--- config.mk ---
export PLATFORM = sky130hd
export DESIGN_NAME = vend_credit_ctrl
export DESIGN_NICKNAME = d
export VERILOG_FILES = /design/src/rtl/vend_credit_ctrl.sv
export SDC_FILE = /design/constraint.sdc
export NUM_CORES = 1
export LEC_CHECK = 0
export BUFFER_PORTS_ARGS = -buffer_cell sky130_fd_sc_hd__buf_2
export CORE_MARGIN = 8
export CORE_UTILIZATION = 53
export CTS_BUF_LIST = sky130_fd_sc_hd__clkbuf_16
export CTS_CLUSTER_DIAMETER = 30
export DETAILED_ROUTE_END_ITERATION = 16
export GPL_ROUTABILITY_DRIVEN = 1
export PLACE_DENSITY = 0.78
export SYNTH_ARGS = -nofsm -noshare
export SYNTH_HDL_FRONTEND = slang
export SYNTH_SLANG_ARGS = --single-unit
--- constraint.sdc ---
create_clock -name clk -period 2.4 [get_ports clk]
set_clock_uncertainty 0.05 [all_clocks]
set_input_delay 0.12 -clock clk [delete_from_list [all_inputs] [get_ports clk]]
set_output_delay 0.12 -clock clk [all_outputs]
set_load 0.02 [all_outputs]
--- src/rtl/vend_credit_ctrl.sv ---
// vend_credit_ctrl: coin-operated vending credit controller.
// Collects coins into a credit register, dispenses an item once the price is
// reached, then pays change (or a full refund on cancel) one coin at a time
// over a valid/ready handshake to the coin dispenser.
module vend_credit_ctrl #(
  parameter int W     = 4,
  parameter int PRICE = 5,
  parameter int CNT_W = 8
) (
  input  logic             clk,
  input  logic             reset,
  input  logic             coin_valid,
  input  logic [1:0]       coin_type,
  input  logic             cancel,
  output logic             coin_reject,
  output logic             item_out,
  output logic             chg_valid,
  output logic [1:0]       chg_type,
  input  logic             chg_ready,
  output logic [W-1:0]     credit,
  output logic             busy,
  output logic [CNT_W-1:0] sales_count
);

  typedef enum logic [1:0] {
    S_COLLECT = 2'd0,
    S_VEND    = 2'd1,
    S_CHANGE  = 2'd2,
    S_REFUND  = 2'd3
  } state_t;

  // Sums are formed one bit wider than the credit register so an overflow
  // can be seen before it would wrap.
  localparam logic [W:0] MAX_CREDIT = {1'b0, {W{1'b1}}};
  localparam logic [W:0] PRICE_X    = (W+1)'(PRICE);
  localparam logic [W-1:0] PRICE_W  = W'(PRICE);

  state_t          state_q;
  logic [W-1:0]    credit_q;
  logic [CNT_W-1:0] sales_q;
  logic            reject_q;

  logic [W:0]      coin_val_s;
  logic            coin_ok_s;
  logic [W:0]      sum_s;
  logic            fits_s;
  logic [W-1:0]    chg_val_s;
  logic [1:0]      chg_type_s;
  logic [W-1:0]    remainder_s;
  logic [W-1:0]    pay_left_s;

  // Value of the presented coin; the invalid code carries no value.
  always_comb begin
    coin_val_s = (W+1)'(0);
    case (coin_type)
      2'b00:   coin_val_s = (W+1)'(1);
      2'b01:   coin_val_s = (W+1)'(2);
      2'b10:   coin_val_s = (W+1)'(4);
      default: coin_val_s = (W+1)'(0);
    endcase
  end

  assign coin_ok_s = coin_valid && (coin_type != 2'b11);
  assign sum_s     = {1'b0, credit_q} + coin_val_s;
  assign fits_s    = (sum_s <= MAX_CREDIT);

  // Greedy change selection from the registered credit: largest coin that fits.
  always_comb begin
    chg_val_s  = W'(1);
    chg_type_s = 2'b00;
    if (credit_q >= W'(4)) begin
      chg_val_s  = W'(4);
      chg_type_s = 2'b10;
    end else if (credit_q >= W'(2)) begin
      chg_val_s  = W'(2);
      chg_type_s = 2'b01;
    end else begin
      chg_val_s  = W'(1);
      chg_type_s = 2'b00;
    end
  end

  // VEND is only entered with credit >= PRICE, so this never underflows there.
  assign remainder_s = credit_q - PRICE_W;
  assign pay_left_s  = credit_q - chg_val_s;

  // Controller state, credit, sales counter and the coin-reject pulse.
  always_ff @(posedge clk) begin
    if (reset) begin
      state_q  <= S_COLLECT;
      credit_q <= '0;
      sales_q  <= '0;
      reject_q <= 1'b0;
    end else begin
      reject_q <= 1'b0;
      case (state_q)
        S_COLLECT: begin
          if (cancel) begin
            // Cancel beats a coin arriving in the same cycle.
            reject_q <= coin_valid;
            if (credit_q != '0) begin
              state_q <= S_REFUND;
            end else begin
              state_q <= S_COLLECT;
            end
          end else if (coin_valid) begin
            if (coin_ok_s && fits_s) begin
              credit_q <= sum_s[W-1:0];
              if (sum_s >= PRICE_X) begin
                state_q <= S_VEND;
              end else begin
                state_q <= S_COLLECT;
              end
            end else begin
              reject_q <= 1'b1;
            end
          end else begin
            state_q <= S_COLLECT;
          end
        end
        S_VEND: begin
          reject_q <= coin_valid;
          credit_q <= remainder_s;
          sales_q  <= sales_q + CNT_W'(1);
          if (remainder_s != '0) begin
            state_q <= S_CHANGE;
          end else begin
            state_q <= S_COLLECT;
          end
        end
        S_CHANGE, S_REFUND: begin
          reject_q <= coin_valid;
          if (chg_ready) begin
            credit_q <= pay_left_s;
            if (pay_left_s == '0) begin
              state_q <= S_COLLECT;
            end else begin
              state_q <= state_q;
            end
          end else begin
            state_q <= state_q;
          end
        end
        default: begin
          state_q  <= S_COLLECT;
          credit_q <= '0;
        end
      endcase
    end
  end

  assign coin_reject = reject_q;
  assign item_out    = (state_q == S_VEND);
  assign chg_valid   = (state_q == S_CHANGE) || (state_q == S_REFUND);
  assign chg_type    = chg_type_s;
  assign busy        = (state_q != S_COLLECT);
  assign credit      = credit_q;
  assign sales_count = sales_q;

endmodule

=== Word level (Yosys, flattened, before mapping) ===
Cells that the tools add are included.

* Register bits after elaboration: 15
* Word-level logic and storage cells: 60
* Bits of input ports: 7

* Mux-type cells: 23
* Reductions and logical operators: 13
* Add/sub/neg operators: 4
* Equality and inequality tests: 12
* Magnitude comparators: 4

{| class="wikitable"
|+ Operator list
! operator !! number
|-
| two-way mux 2 bit || 9
|-
| two-way mux 4 bit || 4
|-
| != test 2 bit, second input constant || 6
|-
| case mux 4 bit (3 select lines) || 1
|-
| case mux 3 bit (3 select lines) || 1
|-
| adder 8 x 1 -> 8 bit, second input constant || 1
|-
| nonzero test 4 bit || 2
|-
| equality test 2 bit, second input constant || 3
|-
| case mux 2 bit (3 select lines) || 1
|-
| adder 4 x 5 -> 5 bit || 1
|-
| >= comparator 5 x 3 -> 1 bit, second input constant || 1
|-
| <= comparator 5 x 4 -> 1 bit, second input constant || 1
|-
| two-way mux 1 bit || 5
|-
| equality test 2 x 1 -> 1 bit, second input constant || 2
|-
| >= comparator 4 x 2 -> 1 bit, second input constant || 1
|-
| >= comparator 4 x 3 -> 1 bit, second input constant || 1
|-
| zero test 2 bit || 2
|-
| zero test 4 bit || 1
|-
| != test 4 bit, second input constant || 1
|-
| AND reduction 4 bit || 1
|-
| subtractor 4 x 3 -> 4 bit, second input constant || 1
|-
| subtractor 4 bit || 1
|-
| two-way mux 3 bit || 1
|-
| AND reduction 3 bit || 1
|-
| other kinds (6) || 7
|}

=== Logic depth before layout (Yosys ltp) ===
* Word-level depth: 9
* Depth in mapped cells: 10

=== Worst setup path before layout ===
No wires, ideal clock.

* Path type: register -> register
* From: register credit_q[2], in the netlist credit[2]
* To: register state_q[1]
* Slack: -18 ps
* Data arrival time: 2251 ps
* Buffers on the path: 0
* Required time: 2234 ps
* Setup time: 116 ps
* Stages on the path, launching flop included: 10
* Cells stage by stage: dfxtp_1 -> inv_1 -> nand2_1 -> nor2_1 -> ha_1 -> fa_1 -> nand3_1 -> o31ai_2 -> nand2_1 -> o211a_1

* Word-level cells in the longest chain between the ends: 7
* Elaborated cells on any way between the ends: 19

{| class="wikitable"
|+ RTL lines
! item !! line !! source
|-
| from (decl) || 39 || <nowiki>logic [W-1:0] credit_q;</nowiki>
|-
| from (signal assigned) || 108 || <nowiki>credit_q <= sum_s[W-1:0];</nowiki>
|-
| from (signal assigned) || 123 || <nowiki>credit_q <= remainder_s;</nowiki>
|-
| from (signal assigned) || 134 || <nowiki>credit_q <= pay_left_s;</nowiki>
|-
| >= comparator 4 x 2 -> 1 bit || 74 || <nowiki>end else if (credit_q >= W'(2)) begin</nowiki>
|-
| two-way mux 2 bit || 74 ||
|-
| two-way mux 3 bit || 71 || <nowiki>if (credit_q >= W'(4)) begin</nowiki>
|-
| subtractor 4 bit || 85 || <nowiki>assign pay_left_s = credit_q - chg_val_s;</nowiki>
|-
| zero test 4 bit || 135 || <nowiki>if (pay_left_s == '0) begin</nowiki>
|-
| != test 2 bit (no line) || - ||
|-
| AND reduction 3 bit (no line) || - ||
|-
| to (signal assigned) || 138 || <nowiki>state_q <= state_q;</nowiki>
|-
| to (signal assigned) || 141 || <nowiki>state_q <= state_q;</nowiki>
|-
| to (decl) || 38 || <nowiki>state_t state_q;</nowiki>
|}

Several ways; a longest one is shown, not always the timed one.
A chain may end at the register's enable or synchronous reset.

=== Final worst setup path ===
* From: register credit_q[2], in the netlist credit[2]
* To: register state_q[0]

* Word-level cells in the longest chain between the ends: 7
* Elaborated cells on any way between the ends: 20

{| class="wikitable"
|+ RTL lines
! item !! line
|-
| adder 4 x 5 -> 5 bit or >= comparator 4 x 2 -> 1 bit (tied branches) || 64, 74
|-
| >= comparator 5 x 3 -> 1 bit or two-way mux 2 bit (tied branches) || 109, 74
|-
| two-way mux 1 bit or two-way mux 3 bit (tied branches) || 109, 71
|-
| two-way mux 2 bit or subtractor 4 bit (tied branches) || 107, 85
|-
| two-way mux 2 bit or zero test 4 bit (tied branches) || 106, 135
|-
| two-way mux 2 bit or != test 2 bit (tied branches) || -
|-
| case mux 2 bit (3 select lines) or AND reduction 3 bit (tied branches) || -
|}

Several ways; a longest one is shown, not always the timed one. The select of a mux whose other input is x is not followed.

==> run_results.csv <==
group,metric,value,unit
status,outcome,"completed",
route,firstDrtPassIters,4,
clock_network,path_clk_slew,50,ps
synthesis,synth_nets,141,
worst_setup_path,cp.arrival,2410,ps
power,sw_frac_of_total,46.9,%
timing,hold_viol,0,
route,drt-initial-drc-count,45,
cells_and_area,antennaDiodeCount,0,
power,comb_power_share,61.6,%
clock_network,cts-root-buf,"clkbuf_16",
min_path,hold_depth,2,
power,peakVddDrop,0.884,mV
placed_design,place_area,1240,µm²
floorplan,start_util,56.2,%
route,drtAntennaViolNets,0,
worst_setup_path,path_max_fanout,9,
global_route,grt_max_degree,16,
clock_network,h-tree-depth,1,
route,wire_per_inst,16.6,µm
clock_network,cts.sinks,15,
placed_design,hpwl,2130,µm
synthesis,synth_area_per_cell,8.91,µm²
cells_and_area,final_nets,167,
power,p_per_area,1460,nW/µm²
synthesis,ys_types,48,
synthesis,ys_async_sr_fraction,0,%
power,leakage,0.624,nW
timing,hold_ws,114,ps
synthesis,ys_warn_count,0,
cells_and_area,layout_commonest_cell,"buf_2",
clock_network,cts_tree,"built",
synthesis,synth_ff_type,"dfxtp_1",
synthesis,synth-seq-cells,15,
timing,slew_viol_final,0,
timing,setup_violations,0,
placed_design,place_ws,169,ps
clock_network,clk_latency,250,ps
cells_and_area,drive_gt1_share,28.7,%
worst_setup_path,critPathTopFamily,"adder cells",
cells_and_area,area_growth,19.7,%
synthesis,yosysTopAreaCell,"dfxtp_1",
timing,finalCritPeriodShare,95.6,%
worst_setup_path,worst-path-buf-inv,1,
min_path,min-delay-start,"coin_valid",
placed_design,portBuffers,24,
route,vias_per_cell,5.79,
floorplan,die_h,61.8,µm
worst_setup_path,path_cells,"inv_1 -> nand2_1 -> nor2_1 -> ha_1 -> fa_1 -> nand3_1 -> o31ai_4 -> a21oi_1 -> a211oi_2",
flow_run,cap_violations,0,
floorplan,ios,25,
global_route,antenna_found_initial,0,
timing,worst_pin_slew,394,ps
power,power_frac_clock,16.7,%
power,p_seq_share,21.7,%
global_route,grt_overflow_total,0,
global_route,grt_pass1_vias,1053,
clock_network,holdBufCountCts,0,
worst_setup_path,cp-end-kind,"flop",
worst_setup_path,crit_start,"credit[2]",
timing,fmax,436,MHz
worst_setup_path,worst_ep_required_time,2510,ps
placed_design,place_congestion,1.01,
worst_setup_path,reg2reg_depth,9,
clock_network,clockBufferDepth,2,
floorplan,die_x,61.8,µm
route,routed_wl,2940,µm
timing,post-route-min-period,2290,ps
worst_setup_path,critPathKind,"reg2reg",
floorplan,dieArea,3820,µm²
synthesis,yosys.area.top_type_share,27.0,%
min_path,min_path_type,"in2reg",
cells_and_area,final_area,1330,µm²
floorplan,core,1980,µm²
worst_setup_path,critPathSlowestCell,"fa_1",
global_route,grt_pass1_wl,4840,µm
worst_setup_path,slowest_delay,520,ps
synthesis,yosysSeqAreaShare,27.0,%
synthesis,synth_edf_count,0,
worst_setup_path,crit-reg2reg-launch,"credit[2]",
timing,fin_ws,105,ps
synthesis,synth_area,1110,µm²
synthesis,syn_inst,125,
route,drc_errors,0,
global_route,grt_usage,16.8,%
route,dr_total_vias,1024,
power,internal_power,1.03,mW
floorplan,core.rowCount,16,
cells_and_area,layout_common_cells,"24 x buf_2, 13 x nor2_1, 13 x dfxtp_1",
worst_setup_path,path_depth,9,
cells_and_area,fillers,157,
power,p_sw,913,µW
timing,max-slew-margin-rel,73.6,%
worst_setup_path,worstSetupStartpointType,"flop",
synthesis,yosys-top-cells-area,"dfxtp_1 27%, ha_1 7.9%, mux2i_1 4.5%, nor2_1 4.4%, xnor2_1 3.9%",
clock_network,cts_buffers,3,
power,total_power,1.95,mW
state kept, by name, indices dropped and copies added, names as in the netlist:
register,cells
coin_reject,1
credit,4
sales_count,8
state_q,2
Yosys cell counts, drive strengths merged, types with 2 or more instances:
cell	number
inv	8
a21oi	6
o31ai	2
nor2b	4
and3	2
fa	2
nand4	3
ha	7
nor2	14
nand2	9
or3	3
xor2	5
mux2i	5
mux2	3
a211oi	2
o21ai	6
o22ai	2
buf	3
xnor2	5
dfxtp	15
final timing paths:
check / end / slack (ps)
min: coin_reject / 110
min reg2reg: sales_count[7] / 440
max reg2reg: state_q[0] / 110
max: state_q[0] / 110
cell families (layout without fill, tap and decap cells):
kind of cell	count (synthesis)	count (layout)	share of synthesized area (%)
AND/OR/NAND/NOR	40	40	19.1
AO/OA/AOI/OAI	30	30	20.6
flip-flops	15	15	27.0
buffers and inverters	13	38	6.52
XOR/XNOR	10	10	7.86
adder cells (fa/ha/maj)	9	9	11.5
multiplexers	8	8	7.53
repair_timing:
item / 4_1_cts / 5_1_grt
endpoints found under the setup margin: 0 / 2
buffers inserted: 0 / 0
resized for setup: 0 / 3
stage by stage:
stage / instances / TNS [ps] / util [%]
after global placement: 173 / 0 / 62.6
after detailed placement: 173 / 0 / 62.6
final: 177 / 0 / 67.2
after floorplan: 125 / 0 / -
after CTS: 177 / 0 / 66.6
after global routing: 177 / -24.9 / 67.2
area by class of cell:
class	count	area (µm²)	share of cell area, %
repair buffers	26	135	10.1
multi-input cells	97	749	56.2
clock inverters	1	3.75	0.282
well taps	27	33.8	2.54
clock buffers	3	75.1	5.63
inverters	8	30.0	2.25
flip-flops and latches	15	305	22.9
power groups by stage:
stage	Sequential [mW]	Combinational, mW	Clock (mW)
CTS	0.410	1.16	0.323
finish	0.423	1.20	0.325
global route	0.435	1.30	0.339
global placement	0.411	1.08	0
floorplan	0.439	0.843	0
detailed placement	0.413	1.13	0
layer usage:
layer | share of wire [%] | global-route usage [%]
met3 | 7.1 | 3.50
met1 | 41 | 20.1
met2 | 48 | 27.0
met4 | 3.5 | 9.74
met5 | 0 | 0
No activity file was read; power rests on OpenSTA's default activity.
